[config.mk]
export PLATFORM = sky130hd
export DESIGN_NAME = mips_prog_loader
export DESIGN_NICKNAME = d
export VERILOG_FILES = /design/src/rtl/mips_prog_loader.sv
export SDC_FILE = /design/constraint.sdc
export NUM_CORES = 1
export LEC_CHECK = 0
export CAP_MARGIN = 25
export CORE_UTILIZATION = 53
export DETAILED_ROUTE_END_ITERATION = 10
export PLACE_DENSITY = 0.75
export SETUP_SLACK_MARGIN = 0.02
export SLEW_MARGIN = 40
export SYNTH_ARGS = -nofsm -noshare
export SYNTH_HDL_FRONTEND = slang
export SYNTH_SLANG_ARGS = --single-unit
[constraint.sdc]
create_clock -name clk -period 6.1 [get_ports clk]
set_clock_uncertainty 0.15 [all_clocks]
set_input_delay 0.61 -clock clk [delete_from_list [all_inputs] [get_ports clk]]
set_output_delay 0.61 -clock clk [all_outputs]
set_load 0.01 [all_outputs]
[src/rtl/mips_prog_loader.sv]
// mips_prog_loader: boot-time byte-stream loader that fills the MIPS unified RAM and gates the core reset
//
// Ports:
//   clk          system clock, rising edge
//   rst          asynchronous active-low reset
//   in_valid     in_byte is valid
//   in_ready     loader accepts a byte when in_valid & in_ready
//   in_byte      stream byte
//   mem_we       one-cycle RAM write strobe
//   mem_addr     RAM word address (held when mem_we=0)
//   mem_wdata    RAM write data (held when mem_we=0)
//   load_active  1 = loader owns the RAM port
//   cpu_rst      active-high reset to the MIPS core
//   done         1 while the core is running
//   err          sticky error flag, cleared only by rst
//
// Frame: A5, ADDR[15:8], ADDR[7:0], CNT[15:8], CNT[7:0], CNT*4 data bytes (big-endian words).
// In IDLE, 5A starts the core; in RUN, C3 halts it. Inside a frame every byte is data.
module mips_prog_loader #(
    parameter int ADDR_W    = 10,
    parameter int MEM_WORDS = 1024
) (
    input  logic              clk,
    input  logic              rst,
    input  logic              in_valid,
    output logic              in_ready,
    input  logic [7:0]        in_byte,
    output logic              mem_we,
    output logic [ADDR_W-1:0] mem_addr,
    output logic [31:0]       mem_wdata,
    output logic              load_active,
    output logic              cpu_rst,
    output logic              done,
    output logic              err
);
    typedef enum logic [2:0] {IDLE, A_HI, A_LO, C_HI, C_LO, DATA, RUN} state_t;

    localparam logic [16:0] MW = 17'(MEM_WORDS);

    state_t      state, state_nx;
    logic        acc;
    logic [15:0] base;
    logic [15:0] cnt;
    logic [15:0] k;
    logic [1:0]  bcnt;
    logic [23:0] sh;
    logic [15:0] waddr;
    logic        in_range;
    logic        last_word;
    logic        cnt_zero;

    assign acc       = in_valid & in_ready;
    // Target address is formed in 16 bits; anything past the RAM is dropped and flagged.
    assign waddr     = base + k;
    assign in_range  = {1'b0, waddr} < MW;
    assign last_word = k == cnt - 16'd1;
    // CNT low byte is still on in_byte when the C_LO decision is made.
    assign cnt_zero  = {cnt[15:8], in_byte} == 16'd0;

    always_ff @(posedge clk or negedge rst) begin
        if (!rst) state <= IDLE;
        else      state <= state_nx;
    end

    always_comb begin
        state_nx = state;
        if (acc) begin
            case (state)
                IDLE:    state_nx = (in_byte == 8'hA5) ? A_HI : (in_byte == 8'h5A) ? RUN : IDLE;
                A_HI:    state_nx = A_LO;
                A_LO:    state_nx = C_HI;
                C_HI:    state_nx = C_LO;
                C_LO:    state_nx = cnt_zero ? IDLE : DATA;
                DATA:    state_nx = (bcnt == 2'd3 && last_word) ? IDLE : DATA;
                RUN:     state_nx = (in_byte == 8'hC3) ? IDLE : RUN;
                default: state_nx = IDLE;
            endcase
        end
    end

    always_comb begin
        cpu_rst     = state != RUN;
        load_active = state != RUN;
        done        = state == RUN;
    end

    always_ff @(posedge clk or negedge rst) begin
        if (!rst) begin
            in_ready  <= 1'b0;
            mem_we    <= 1'b0;
            mem_addr  <= '0;
            mem_wdata <= '0;
            err       <= 1'b0;
            base      <= '0;
            cnt       <= '0;
            k         <= '0;
            bcnt      <= '0;
            sh        <= '0;
        end else begin
            in_ready <= 1'b1;
            mem_we   <= 1'b0;
            if (acc) begin
                case (state)
                    IDLE: err <= err | (in_byte != 8'hA5 && in_byte != 8'h5A);
                    A_HI: base[15:8] <= in_byte;
                    A_LO: base[7:0] <= in_byte;
                    C_HI: cnt[15:8] <= in_byte;
                    C_LO: begin
                        cnt[7:0] <= in_byte;
                        k        <= '0;
                        bcnt     <= '0;
                    end
                    DATA: begin
                        bcnt <= bcnt + 2'd1;
                        sh   <= {sh[15:0], in_byte};
                        if (bcnt == 2'd3) begin
                            k <= k + 16'd1;
                            if (in_range) begin
                                mem_we    <= 1'b1;
                                mem_addr  <= waddr[ADDR_W-1:0];
                                mem_wdata <= {sh, in_byte};
                            end else begin
                                err <= 1'b1;
                            end
                        end
                    end
                    default: ;
                endcase
            end
        end
    end
endmodule

==> Word level (Yosys, flattened, before mapping) <==
Cells that the tools add are included.
{ "word_totals": {"ff_bits": 122, "input_bits": 11, "out_inout_bits": 48, "wordCells": 67} }
{ "classes": {"add_sub_neg": 4, "n_lt_le_gt_ge": 1, "n_eq_ne": 16, "mux": 16, "n_bitwise": 2, "reduce_logical": 15} }
{ "op_table": {"columns": ["operator", "count"], "rows": [
  ["$pmux W16 S2", 1],
  ["$pmux W3 S7", 1],
  ["$add A16 B1 Y16 const B", 1],
  ["$add A16 B16 Y16", 1],
  ["$eq A16 B16 Y1", 1],
  ["$eq A8 B8 Y1 const B", 2],
  ["$logic_not A16 Y1", 1],
  ["$lt A16 B11 Y1 const B", 1],
  ["$mux W16", 1],
  ["$sub A16 B1 Y16 const B", 1],
  ["$mux W3", 5],
  ["$reduce_and A2 Y1", 6],
  ["$eq A3 B3 Y1 const B", 3],
  ["$eq A8 B7 Y1 const B", 1],
  ["$ne A8 B7 Y1 const B", 1],
  ["$ne A8 B8 Y1 const B", 1],
  ["$reduce_and A4 Y1", 2],
  ["$eq A3 B2 Y1 const B", 2],
  ["$mux W1", 6],
  ["$ne A2 B2 Y1 const B", 2],
  ["$pmux W2 S2", 1],
  ["$reduce_bool A2 Y1", 2],
  ["$eq A3 B1 Y1 const B", 1],
  ["$logic_not A3 Y1", 1],
  ["8 further kinds", 9]
]} }

==> Logic depth before layout (Yosys ltp) <==
Gate-level depths: netlist of the first run.
{ "logic_depth": {"word_depth": 6, "depth_mapped": 11, "mapped_depth_nobuf": 10} }

==> Least setup slack after synthesis of the first run <==
OpenSTA, ideal clock, no wires.
{ "synth_path": {"path_kind": "reg-to-reg", "from": "register k[0]", "to": "register mem_addr[3]", "setup_time_ns": 0.125, "arrival_ns": 2.727, "required_ns": 5.825, "path_slack_ns": 3.098, "stages_incl_launch_ff": 12, "path_buffers": 1, "synth_period_minus_slack_ns": 3.002, "path_cell_list": "dfrtp_1 ha_1 inv_1 fa_1 nand2b_1 a21oi_1 a41oi_2 o211ai_1 xor2_1 nor3_4 buf_6 mux2_4"} }
{ "synth_via": {"elab_chain_len": 3} }
{ "synth_rtl": {"columns": ["element", "line", "text"], "rows": [
  ["start: declaration", "44", "logic [15:0] k;"],
  ["start signal: assignment", "117", "k <= k + 16'd1;"],
  ["$add A16 B16 Y16 *", "54", "assign waddr = base + k;"],
  ["$lt A16 B11 Y1", "55", "assign in_range = {1'b0, waddr} < MW;"],
  ["$reduce_and A4 Y1 (no source line)", null, null],
  ["end signal: assignment", "120", "mem_addr <= waddr[ADDR_W-1:0];"],
  ["end: declaration", "29", "output logic [ADDR_W-1:0] mem_addr,"]
]} }
Every way passes the cells marked *; elsewhere a longest branch is shown, timed or not.
A chain may end at the register's enable or synchronous reset.

==> Worst setup path after layout of the first run <==
{ "layout_path": {"from": "register k[0]", "to": "register mem_wdata[31]"} }
{ "layout_via": {"elab_chain_len": 3} }
{ "layout_rtl": {"columns": ["element", "line", "text"], "rows": [
  ["$add A16 B16 Y16", "54", null],
  ["$lt A16 B11 Y1", "55", null],
  ["$reduce_and A4 Y1 (no source line)", null, null],
  ["end signal: assignment", "121", "mem_wdata <= {sh, in_byte};"],
  ["end: declaration", "30", "output logic [31:0] mem_wdata,"]
]} }
No other way between the ends.

==> run metrics, run 1 <==
clock sinks approximately 120; largest family of logic cells by synthesized area multiplexers; antenna-violating nets left 0; DRT Pass-1 Iters 10; row count 39; overall power about 3200 uW; post-DP HPWL approximately 9400 um; worst slew pin tran 0.778 ns; xor and xnor fraction of the mapped netlist area 0.0593; Die W approximately 110 um; share of layout cells above drive strength 1 0.252; worst skew pair latency 0.41 ns; Most used DFF post-synth dfrtp_1; vias in the first global route 4316; worst vdd ir 280 uV; Crit path required time 6.25 ns; Die Height about 110 um; Sw Share 0.327; GRT overflow 0; final hold vios 0; Port Buffers 58; Layout Cells excl Fill about 740; hold_buf cts 0; multiplexer area fraction after synthesis 0.198; Setup TNS 0 ns; Clock Power Share 0.329; CORE AREA about 12000 um^2; antenna diode count 0; Synth Area in Simple Gates 0.118; Crit Path Category reg2reg; Power Density about 420 nW/um^2; Finished Core Util 0.663; CTS root buf clkbuf_16; Vias between 4000 and 5000; Slew headroom 0.480; Critical Path Start Type flop; synth warn 0; Synth Area in Adders 0.0386; Post-synth EDFFs 0; crit path DAT about 3.8 ns; critical path capture point type flop; area grow syn2layout 20.7%; Max Cap Viol 0; max-slew violation count 0; CTS Buf Count 17; Final setup viols 0; Min-Delay Path Class in2async; CTS tree yes; detailed-route DRC error count 6; global-route wire length before repair between 20000 and 25000 um; Clock Tree Buf Depth 2; antenna violations before repair 0; final hold slack 0.0272 ns; sequential share of power 0.390; IO Pins between 50 and 60; fin crit share 0.598; Max FO, Critical Path 42; Wirelength per Cell 18.4 um; async set-reset flop share out of synthesis 1.00; largest net degree at the start of global routing a little over 80; outcome finished, violations left; sequential-to-total area share from yosys stat 0.480; leakage power between 0.003 and 0.004 uW; P_int between 2000 and 2500 uW; H-tree depth 4; Resized cells post-CTS 0; Synth Net Count between 500 and 600; Cells after Synth 528; NetSw 1050 uW; fmax 0.274 GHz; Avg Inst Size Synth 12.0 um^2; die area around 12000 um^2; placed cell count between 700 and 800; Seq cells post-synth between 100 and 150; final wirelength 13700 um; Synth cell types 67; nets between 600 and 700; Clock transition at path regs about 0.06 ns; Initial Utilization 0.550; initial DRC count 260; via/cell ratio a little under 6; proportion of power drawn by combinational gates 0.281; Placer Congestion 0.888; Compound-Gate Fraction of Synth Area 0.0789; Syn Std Cell Area approximately 6400 um^2; total global-route track usage 0.236; failing checks design-rule violations; Setup Buffers After CTS 0; Final Critical Period 3.65 ns; RSZ-0062 raised after global routing no
[per-stage QoR]
stage | cell area, um^2 | worst slack, ns
2_1_floorplan | 6360 | 3.10
3_3_place_gp | 7020 | 2.60
3_5_place_dp | 7050 | 2.51
4_1_cts | 7670 | 2.48
5_1_grt | 7670 | 2.28
6_report | 7670 | 2.45
[worst max-delay path: stages, from the launching register on]
cell and delay [ns]:
dfrtp_1 0.46, ha_1 0.21, inv_1 0.05, fa_1 0.39
nand2b_1 0.16, a21oi_1 0.28, a41oi_2 0.20, o211ai_1 0.27
xor2_1 0.17, nor3_4 0.12, buf_4 0.62, mux2_2 0.41
[placed cells by master, fill, tap and decap left out, types with 13 or more instances in the layout]
master / count
a21oi_1: 16
clkbuf_16: 17
clkdlybuf4s50_1: 57
dfrtp_1: 122
ha_1: 18
inv_1: 13
mux2_2: 56
mux2_4: 39
nand2_1: 25
nand3_1: 13
nor2_1: 35
o21ai_0: 18
xnor2_1: 25
xor2_1: 18
[final timing paths]
check                           endpoint  start  slack, ns  depth (start not counted)
setup reg to reg           mem_wdata[31]   k[0]       2.45                         11
setup / recovery           mem_wdata[31]   k[0]       2.45                         11
hold reg to reg                      err    err       0.36                          2
min in group clk                     err    err       0.36                          2
max in group asynchronous       state[1]    rst       4.71                          2
hold / removal               mem_addr[5]    rst       0.03                          1
[synth_stat cells (6+ instances only)]
master	n	area, um^2
mux2_4	39	586
a21oi_1	16	80.1
clkbuf_1	10	37.5
inv_1	13	48.8
nand3_1	13	65.1
dfrtp_1	122	3050
ha_1	18	225
nand4_1	6	37.5
xnor2_1	25	219
a31oi_1	6	37.5
nor3_1	9	45.0
o21ai_0	18	90.1
xor2_1	18	158
mux2_2	56	631
nor2_1	37	139
nand2_1	25	93.8
nor4_1	6	37.5
[logic make-up (layout without fill, tap and decap cells)]
family,after synthesis,count (layout)
simple gates,136,136
fa+ha+maj,19,19
buf+inv,35,106
flops,122,122
compound gates,73,73
xor+xnor,43,43
other cells,1,1
mux,99,99
[power by group through the flow]
stage / Clock, uW / Sequential, uW / Combinational (uW)
floorplan: 0 / 1170 / 699
global placement: 0 / 1230 / 845
detailed placement: 0 / 1250 / 887
CTS: 1070 / 1240 / 899
global route: 1100 / 1280 / 985
finish: 1050 / 1250 / 899
[sequential cells by signal, summed over array words and instances (netlist names)]
signal	count
mem_wdata	32
sh	24
base	16
cnt	16
k	16
mem_addr	10
state	3
bcnt	2
err	1
in_ready	1
mem_we	1
[cell type report]
class | instances | area [um^2]
Sequential cell | 122 | 3050
Multi-Input combinational cell | 371 | 3160
Fill cell | 882 | 3890
Clock inverter | 15 | 198
Timing Repair Buffer | 61 | 604
Clock buffer | 17 | 425
Inverter | 13 | 48.8
Tap cell | 143 | 179
[layer usage]
metal  global-route usage  wire [um]
met5                    0          0
met3               0.0566        652
met1                0.317       6290
met4               0.0910        293
met2                0.373       6440
(Power assumes the default switching activity.)
==> inputs of run 2 (changes only) <==
Clock period 6.1 ns to 3.7 ns, I/O delays scaled along.
==> run 2 against run 1 <==
Effect of this change:
- the run still ends with design-rule violations left
- count of clock-buffer cells in the layout is 1 higher
- sequential share of layout area is 0.14 points higher
- first-iteration DRC count up 8.8%
- critical path type unchanged
- combinational power increased by 65%
- global-route usage rose by 0.32 points
- highest routed layer unchanged
- maximum frequency increased by 7.6%
- flip-flop and latch count did not move
- largest power group unchanged
==> run metrics, run 2 (same netlist as run 1, synthesis figures left out) <==
CP Buf/Inv Count 2; max-slew violation count 0; total global-route track usage 0.240; via/cell ratio between 5 and 6; CP max stage cell dfrtp_1; fmax around 0.3 GHz; IO Pins 59; commonest non-fill, non-tap cell in the layout dfrtp_1; area grow syn2layout 20.3%; Setup Buffers After CTS 0; CTS Buf Count 17; Top Family by Delay on Critical Path compound AO/OA/AOI/OAI gates; Sw Share 0.337; global-route wire length before repair approximately 23000 um; leakage power 0.00337 uW; max FFs per register 32; Max Cap Viol 0; max incr delay on CP approximately 0.47 ns; Crit Path Category reg2reg; fin crit share 0.917; Setup TNS 0 ns; most frequent cells in the layout dfrtp_1 (122), clkdlybuf4s50_1 (57), mux2_2 (56); biggest regs mem_wdata (32), sh (24); final hold vios 0; worst reg2reg path depth 11; vias in the first global route 4206; Reg-to-Reg Start k[0]; detailed-route DRC error count 6; worst hold endpoint err; crit path DAT between 3 and 4 ns; Crit path required time about 3.8 ns; Die W 112 um; sequential share of power 0.404; Die Height ~110 um; Min-Delay Path Class reg2reg; CORE AREA about 12000 um^2; nets slightly above 600; Vias between 4000 and 5000; initial DRC count roughly 280; pre-CTS WS 0.355 ns; multi-input logic area approximately 3100 um^2; P_int 3360 uW; final wirelength 14000 um; largest net degree at the start of global routing 65; antenna-violating nets left 0; failing checks design-rule violations; antenna violations before repair 0; Biggest register mem_wdata; Clock Tree Buf Depth 2; Worst R2R Setup Slack 0.31 ns; Clock Power Share 0.304; Clock transition at path regs approximately 0.06 ns; Wirelength per Cell approximately 19 um; die area 12400 um^2; Fillers 855; hold path depth 2; Placer Congestion 0.901; worst skew pair latency slightly above 0.4 ns; post-DP HPWL 9400 um; Power Density 662 nW/um^2; GRT overflow 0; NetSw 1700 uW; clock sinks about 120; Port Buffers 58; reg2reg end mem_wdata[31]; Final Critical Period 3.39 ns; area taken by flip-flops and latches 3050 um^2; Initial Utilization 0.550; CTS root buf clkbuf_16; worst vdd ir between 400 and 500 uV; final hold slack roughly 0.31 ns; antenna diode count 0; Slew headroom 0.478; proportion of power drawn by combinational gates 0.292; DRT Pass-1 Iters 10; row count 39; CTS tree yes; share of layout cells above drive strength 1 0.253; critical path capture point type flop; RSZ-0062 raised after global routing no; HP Start err; worst slew pin tran roughly 0.78 ns; Setup WS post-layout roughly 0.31 ns; Critical Path Start Type flop; Final setup viols 0; Max FO, Critical Path 38; Critical Path, Cell by Cell ha_1 > inv_1 > fa_1 > nand2b_1 > a21oi_1 > a41oi_2 > o211ai_1 > xor2_1 > nor3_4 > buf_12 > mux2_2; outcome finished, violations left; H-tree depth 4
[run 2: area by class of cell]
cell class              count  area share
clock buffers              18      0.0574
clock inverters            14      0.0149
inverters                  13     0.00638
multi-input cells         371       0.411
flip-flops and latches    122       0.399
well taps                 143      0.0234
repair buffers             66      0.0875
[run 2: metal layers]
metal / routed length [um] / vias up / GRT usage
li1: - / 2039 / -
met1: 6170 / 2186 / 0.323
met2: 6800 / 147 / 0.383
met3: 746 / 19 / 0.0550
met4: 233 / 0 / 0.0811
met5: 0 / - / 0
[run 2: power by group through the flow]
stage                     registers [uW]  clock network (uW)  logic, uW
after detailed placement            2050                   0       1460
after floorplan                     1920                   0       1150
final                               2040                1540       1480
after global placement              2030                   0       1400
after CTS                           2040                1560       1480
after global routing                2090                1620       1610
[run 2: tightest hold or removal path: cells and delay by family (launching register included)]
kind	cells	cell delay [ns]
flip-flops	1	0.34
AO/OA/AOI/OAI	1	0.05
buffers and inverters	1	0.04
[run 2: how the worst max path moves through the flow]
stage	slack, ns	end	startpoint	cells past startpoint
6_report	0.31	mem_wdata[31]	k[0]	11
3_5_place_dp	0.35	mem_wdata[31]	k[0]	11
3_3_place_gp	0.50	mem_wdata[31]	k[0]	11
4_1_cts	0.31	mem_wdata[31]	k[0]	11
5_1_grt	0.17	mem_wdata[31]	k[0]	11
2_1_floorplan	0.70	mem_addr[3]	k[0]	11
[run 2: what timing repair did]
action	CTS	global route
hold buffers	1	0
gates resized for setup	0	0
endpoints found under the hold margin	63	0
endpoints found under the setup margin	0	0
[run 2: through the flow]
step | utilization | cell area (um^2) | total power [uW] | cells
floorplan | - | 6360 | 3070 | 528
detailed placement | 0.612 | 7080 | 3510 | 714
finish | 0.661 | 7650 | 5060 | 747
global placement | 0.611 | 7070 | 3430 | 714
CTS | 0.661 | 7640 | 5080 | 747
global route | 0.661 | 7650 | 5320 | 747
